[src/rtl/synthesijer_div_pkg.sv]
// Shared types and constants for the synthesijer 32-bit divider issue stage.
package synthesijer_div_pkg;

    localparam int unsigned DIV_DEFAULT_WIDTH = 32;

    typedef enum logic [1:0] {
        IDLE  = 2'd0,
        ISSUE = 2'd1,
        WAIT  = 2'd2,
        ZERO  = 2'd3
    } div_issue_state_t;

    typedef struct packed {
        logic [DIV_DEFAULT_WIDTH-1:0] a;
        logic [DIV_DEFAULT_WIDTH-1:0] b;
    } div_operand_t;

endpackage

[src/rtl/synthesijer_div_fifo.sv]
// Show-ahead operand FIFO: head is always the oldest entry while not empty.
module synthesijer_div_fifo
    import synthesijer_div_pkg::*;
#(
    parameter int unsigned DATA_W = 2 * DIV_DEFAULT_WIDTH,
    parameter int unsigned DEPTH  = 4
) (
    input  logic                     clk,
    input  logic                     reset_n,
    input  logic                     push,
    input  logic [DATA_W-1:0]        push_data,
    input  logic                     pop,
    output logic [DATA_W-1:0]        head,
    output logic                     full,
    output logic                     empty,
    output logic [$clog2(DEPTH):0]   count
);

    localparam int unsigned ADDR_W = $clog2(DEPTH);
    localparam int unsigned CNT_W  = ADDR_W + 1;

    logic [DATA_W-1:0] mem [DEPTH];
    logic [ADDR_W-1:0] wr_ptr;
    logic [ADDR_W-1:0] rd_ptr;
    logic              push_ok;
    logic              pop_ok;

    assign full    = (count == CNT_W'(DEPTH));
    assign empty   = (count == '0);
    assign push_ok = push & ~full;
    assign pop_ok  = pop & ~empty;
    assign head    = mem[rd_ptr];

    // Storage carries no reset; validity is tracked by count alone.
    always_ff @(posedge clk) begin
        if (push_ok) begin
            mem[wr_ptr] <= push_data;
        end
    end

    always_ff @(posedge clk or negedge reset_n) begin
        if (!reset_n) begin
            wr_ptr <= '0;
            rd_ptr <= '0;
            count  <= '0;
        end else begin
            if (push_ok) begin
                wr_ptr <= wr_ptr + ADDR_W'(1);
            end
            if (pop_ok) begin
                rd_ptr <= rd_ptr + ADDR_W'(1);
            end
            case ({push_ok, pop_ok})
                2'b10:   count <= count + CNT_W'(1);
                2'b01:   count <= count - CNT_W'(1);
                default: count <= count;
            endcase
        end
    end

endmodule

[src/rtl/synthesijer_div32_issue.sv]
// Issue stage for the iterative divider: operand FIFO, one-at-a-time issue, held result slot.
// Optional zero-divisor bypass: define SYNTHESIJER_DIV_ZERO_CHECK_EN.
module synthesijer_div32_issue
    import synthesijer_div_pkg::*;
#(
    parameter int unsigned WIDTH = DIV_DEFAULT_WIDTH,
    parameter int unsigned DEPTH = 4
) (
    input  logic             clk,
    input  logic             reset_n,
    input  logic [WIDTH-1:0] s_a,
    input  logic [WIDTH-1:0] s_b,
    input  logic             s_valid,
    output logic             s_ready,
    output logic [WIDTH-1:0] div_a,
    output logic [WIDTH-1:0] div_b,
    output logic             div_nd,
    input  logic [WIDTH-1:0] div_quantient,
    input  logic [WIDTH-1:0] div_remainder,
    input  logic             div_valid,
    output logic [WIDTH-1:0] m_quantient,
    output logic [WIDTH-1:0] m_remainder,
    output logic             m_divzero,
    output logic             m_valid,
    input  logic             m_ready,
    output logic             busy
);

    localparam int unsigned ADDR_W = $clog2(DEPTH);

    // Async assert, sync deassert of the internal reset.
    logic [1:0] rst_sync;
    logic       rst_n_int;

    always_ff @(posedge clk or negedge reset_n) begin
        if (!reset_n) begin
            rst_sync <= '0;
        end else begin
            rst_sync <= {rst_sync[0], 1'b1};
        end
    end

    assign rst_n_int = rst_sync[1];

    logic [2*WIDTH-1:0] fifo_head;
    logic               fifo_full;
    logic               fifo_empty;
    logic [ADDR_W:0]    fifo_count;
    logic               fifo_pop;
    logic               fifo_push;
    logic [WIDTH-1:0]   head_a;
    logic [WIDTH-1:0]   head_b;

    assign s_ready   = rst_n_int & ~fifo_full;
    assign fifo_push = s_valid & s_ready;
    assign head_a    = fifo_head[2*WIDTH-1:WIDTH];
    assign head_b    = fifo_head[WIDTH-1:0];

    synthesijer_div_fifo #(
        .DATA_W (2 * WIDTH),
        .DEPTH  (DEPTH)
    ) u_fifo (
        .clk       (clk),
        .reset_n   (rst_n_int),
        .push      (fifo_push),
        .push_data ({s_a, s_b}),
        .pop       (fifo_pop),
        .head      (fifo_head),
        .full      (fifo_full),
        .empty     (fifo_empty),
        .count     (fifo_count)
    );

    div_issue_state_t state_q;
    div_issue_state_t state_d;
    logic [WIDTH-1:0] div_a_d;
    logic [WIDTH-1:0] div_b_d;
    logic             div_nd_d;
    logic [WIDTH-1:0] m_quantient_d;
    logic [WIDTH-1:0] m_remainder_d;
    logic             m_valid_d;
    logic             slot_free;
`ifdef SYNTHESIJER_DIV_ZERO_CHECK_EN
    logic             m_divzero_d;
`endif

    assign slot_free = ~m_valid | m_ready;
    assign busy      = (state_q != IDLE) | (fifo_count != '0) | m_valid;

    // Next state, issue and result-slot update.
    always_comb begin
        state_d       = state_q;
        fifo_pop      = 1'b0;
        div_a_d       = div_a;
        div_b_d       = div_b;
        div_nd_d      = 1'b0;
        m_quantient_d = m_quantient;
        m_remainder_d = m_remainder;
        m_valid_d     = m_valid & ~m_ready;
`ifdef SYNTHESIJER_DIV_ZERO_CHECK_EN
        m_divzero_d   = m_divzero;
`endif
        case (state_q)
            IDLE: begin
                if (!fifo_empty && slot_free) begin
                    fifo_pop = 1'b1;
                    div_a_d  = head_a;
                    div_b_d  = head_b;
`ifdef SYNTHESIJER_DIV_ZERO_CHECK_EN
                    if (head_b == '0) begin
                        state_d = ZERO;
                    end else begin
                        state_d  = ISSUE;
                        div_nd_d = 1'b1;
                    end
`else
                    state_d  = ISSUE;
                    div_nd_d = 1'b1;
`endif
                end
            end
            ISSUE: begin
                state_d = WAIT;
            end
            WAIT: begin
                if (div_valid) begin
                    m_quantient_d = div_quantient;
                    m_remainder_d = div_remainder;
                    m_valid_d     = 1'b1;
`ifdef SYNTHESIJER_DIV_ZERO_CHECK_EN
                    m_divzero_d   = 1'b0;
`endif
                    state_d       = IDLE;
                end
            end
`ifdef SYNTHESIJER_DIV_ZERO_CHECK_EN
            ZERO: begin
                m_quantient_d = '1;
                m_remainder_d = div_a;
                m_divzero_d   = 1'b1;
                m_valid_d     = 1'b1;
                state_d       = IDLE;
            end
`endif
            default: begin
                state_d = IDLE;
            end
        endcase
    end

    always_ff @(posedge clk or negedge rst_n_int) begin
        if (!rst_n_int) begin
            state_q     <= IDLE;
            div_a       <= '0;
            div_b       <= '0;
            div_nd      <= 1'b0;
            m_quantient <= '0;
            m_remainder <= '0;
            m_valid     <= 1'b0;
        end else begin
            state_q     <= state_d;
            div_a       <= div_a_d;
            div_b       <= div_b_d;
            div_nd      <= div_nd_d;
            m_quantient <= m_quantient_d;
            m_remainder <= m_remainder_d;
            m_valid     <= m_valid_d;
        end
    end

`ifdef SYNTHESIJER_DIV_ZERO_CHECK_EN
    always_ff @(posedge clk or negedge rst_n_int) begin
        if (!rst_n_int) begin
            m_divzero <= 1'b0;
        end else begin
            m_divzero <= m_divzero_d;
        end
    end
`else
    assign m_divzero = 1'b0;
`endif

endmodule
[config.mk]
export PLATFORM = sky130hd
export DESIGN_NAME = synthesijer_div32_issue
export DESIGN_NICKNAME = d
export VERILOG_FILES = /design/src/rtl/synthesijer_div_pkg.sv /design/src/rtl/synthesijer_div_fifo.sv /design/src/rtl/synthesijer_div32_issue.sv
export SDC_FILE = /design/constraint.sdc
export NUM_CORES = 1
export LEC_CHECK = 0
export CAP_MARGIN = 20
export CORE_MARGIN = 2
export CORE_UTILIZATION = 47
export DETAILED_ROUTE_END_ITERATION = 10
export PLACE_DENSITY = 0.76
export SLEW_MARGIN = 10
export SYNTH_ARGS = -nofsm -noshare
export SYNTH_HDL_FRONTEND = slang
export SYNTH_SLANG_ARGS = --single-unit
[constraint.sdc]
create_clock -name clk -period 4.58 [get_ports clk]
set_input_delay 0.916 -clock clk [delete_from_list [all_inputs] [get_ports clk]]
set_output_delay 0.916 -clock clk [all_outputs]
set_load 0.02 [all_outputs]
==> metrics.md <==
| Metric | Value |
|---|---|
| Status | complete, no violations |
| Int Pwr | 9560 uW |
| Vias/cell | 5.17 |
| Starting Density | 48.0% |
| Final core occ | 62.4% |
| Initial antenna violation count | 1 |
| Pins Over Slew Limit | 0 |
| Fin Setup TNS | 0 ns |
| All-Layer GR Usage | 18.1% |
| CTS tree | yes |
| DRC viols | 0 |
| Register area share after synthesis | 76.0% |
| Worst slew margin | 32.7% |
| Asr flop ratio synth | 35.5% |
| Wirelength, routed | 29200 um |
| Port-buffer cells | 264 |
| Clk Tree Root Cell | clkbuf_16 |
| Syn nets | 796 |
| EDFF count, synth | 256 |
| Die ar. | 0.0329 mm2 |
| F_max | 305 MHz |
| Fillers | 2132 |
| NetSw | 3990 uW |
| # IOs | 266 |
| Sequential share of power | 40.2% |
| Crit Path Max Fanout | 5 |
| Adder-cell share of the synthesized area | 0.559% |
| Fin cells | 1370 |
| Worst path slowest cell | clkdlybuf4s50_1 |
| DP HPWL | 17900 um |
| GRT Residual Overflow | 0 |
| WL/cell | 21.3 um |
| Largest net degree at the start of global routing | 66 |
| Core box area | 0.0307 mm2 |
| Post-Synthesis Cell Area | 0.0148 mm2 |
| WS Path Type | flop to output port |
| Largest family of logic cells by synthesized area | multiplexers |
| Req. time, crit path | 3.66 ns |
| Final hold violations | 0 |
| Final Power | 13500 uW |
| Clock share of power | 25.4% |
| Main synth FF type | edfxtp_1 |
| Post-Synth Simple-Gate Area | 0.695% |
| Crit. End Element | output port |
| HP Class | flop to flop |
| DRT Pass-1 Iters | 4 |
| Comb power frac | 34.4% |
| Largest stage delay, worst path | 0.57 ns |
| RD Place Congestion | 0.726 |
| Detail Route Antenna Nets | 0 |
| Crit-path cells | or3_4 > or4_1 > clkdlybuf4s50_1 |
| Buf/Inv on CP | 1 |
| Final min period | 3.28 ns |
| Clk sinks | 397 |
| Hold_ws | 0.355 ns |
| Layout cells sized above 1 | 28.2% |
| Crit path DAT | 2.36 ns |
| CTS clk-pin slew, worst paths | 0.06 ns |
| Row count | 64 |
| First-pass GRT wire length | 45400 um |
| P per Cell Area | 705 mW/mm2 |
| Final setup fails | 0 |
| CTS buffer count | 40 |
| Placed cell count | 1295 |
| Initial drt markers | 358 |
| Crit path max-delay family | simple AND/OR/NAND/NOR gates |
| CTS HTree Levels | 2 |
| Number of global-route vias before repair | 7859 |
| Latest clock arrival within the worst-skew pair | 0.53 ns |
| Leakage power | 0.00698 uW |
| Hold buffer count at cts | 0 |
| Clock Skews | 0.0229 ns |
| Die Span Y | 181 um |
| Unrepaired setup endpoints after global routing | false |
| Slew @ Worst Pin | 1.01 ns |
| Period utilisation layout | 71.5% |
| Die width | 181 um |
| Switch share | 29.4% |
| Gate Count Post-Synth | 657 |
| Area share of xor/xnor cells in the synthesized design | 0.356% |
| Vias | 7084 |
| Post_cts resized | 0 |
| Post-synthesis compound-gate area fraction | 0.127% |
| Synth Register Bits | 397 |
| Clock buffer depth | 3 |
| Yosys Warn Count | 0 |
| Yosys cell types | 28 |
| Syn Area/Cell | 22.5 um2 |
| Multiplexer area fraction after synthesis | 20.7% |
| Max VDD drop | 0.000467 V |
| Max_cap viols | 0 |
| Setup bufs post-CTS | 0 |
| Area growth from synthesis to layout | 30.0% |
| Element type at the critical path start | flop |
| Nets | 1080 |
## placed cells by master (no fill, tap or decap), drive strengths merged, types with 2 or more instances in the layout
cell type      netlist  layout
clkdlybuf4s50        0     264
inv                  4       7
mux4                64      64
conb                 2       2
bufinv               0       6
xnor2                5       5
mux2               131     131
nor2                 3       3
and2                 4       4
edfxtp             256     256
dfrtp              141     141
ha                   5       5
buf                 22       7
clkinv               0       9
and3                 3       3
clkbuf               7      55
## cells in the mapped netlist (2+ instances only)
cell type  number  area share, %
buf_4           4           0.20
conb_1          2          0.051
xnor2_1         5           0.30
inv_1           4           0.10
and3_1          2          0.085
edfxtp_1      256             52
mux2_2         93            7.1
clkbuf_1        7           0.18
buf_12          4           0.54
ha_1            5           0.42
nor2_1          3          0.076
buf_2          13           0.44
dfrtp_1       141             24
and2_1          4           0.17
mux2_4         38            3.9
mux4_2         64            9.8
## power by group through the flow
stage / sequential (uW) / combinational (uW) / clock, uW
2_1_floorplan: 5920 / 2480 / 0
3_3_place_gp: 5510 / 4620 / 0
3_5_place_dp: 5520 / 4710 / 0
4_1_cts: 5470 / 4730 / 3510
5_1_grt: 5580 / 4940 / 3650
6_report: 5440 / 4660 / 3440
## registers in the layout (all words and copies together) (netlist names)
register       flops
u_fifo.wr_ptr      2
state_q            2
m_valid            1
rst_sync           2
m_remainder       32
div_b             32
m_quantient       32
div_a             32
u_fifo.mem       256
u_fifo.rd_ptr      2
u_fifo.count       3
div_nd             1
## final cells by class
type | count | area (um2) | share of cell area, %
Clock buffer | 55 | 1160 | 6.04
Antenna cell | 1 | 2.50 | 0.0130
Tap cell | 396 | 495 | 2.58
Inverter | 4 | 15.0 | 0.0782
Multi-Input combinational cell | 227 | 3330 | 17.4
Sequential cell | 397 | 11200 | 58.5
Timing Repair Buffer | 271 | 2710 | 14.1
Clock inverter | 19 | 262 | 1.36
## worst reg2reg max path: stages (launching register included)
cell and delay (ns):
dfrtp_4 0.88, o311a_1 0.46, and2_4 0.85
## final timing paths
path | start | cells after the start | to | slack (ns)
worst min register to register | rst_sync[0]$_DFF_PN0_ | 0 | rst_sync[1]$_DFF_PN0_ | 0.36
max in group asynchronous | rst_sync[1]$_DFF_PN0_ | 2 | div_b[7]$_DFFE_PN0N_ | 2.44
min in group asynchronous | rst_sync[1]$_DFF_PN0_ | 0 | m_remainder[7]$_DFFE_PN0P_ | 0.38
worst max register to register | rst_sync[1]$_DFF_PN0_ | 2 | u_fifo.mem[3][53]$_DFFE_PP_ | 1.95
worst max-delay path | u_fifo.count[0]$_DFFE_PN0P_ | 3 | busy | 1.30
worst min-delay path | rst_sync[0]$_DFF_PN0_ | 0 | rst_sync[1]$_DFF_PN0_ | 0.36
## stage by stage
step	cell area, um2	setup slack (ns)
floorplan	14800	0.131
detailed placement	17800	1.44
finish	19200	1.30
global placement	17800	1.46
CTS	19200	1.28
global route	19200	1.23
## cell families after synthesis
group,Yosys count
AOI/OAI and AO/OA,2
adders and majority gates,6
xor gates and xnor gates,6
DFF,397
buffers and inverters,33
muxes,195
and+or+nand+nor,16
other,2
## per-layer routing
layer  track usage [%]  part of all wire, %  vias up
li1                  -                    -     3167
met1              23.2                   41     3675
met5                 0                    0        -
met2              31.0                   51      199
met3              4.25                  6.3       43
met4              5.14                  1.9        0
Power figures use the tool's default switching activity.
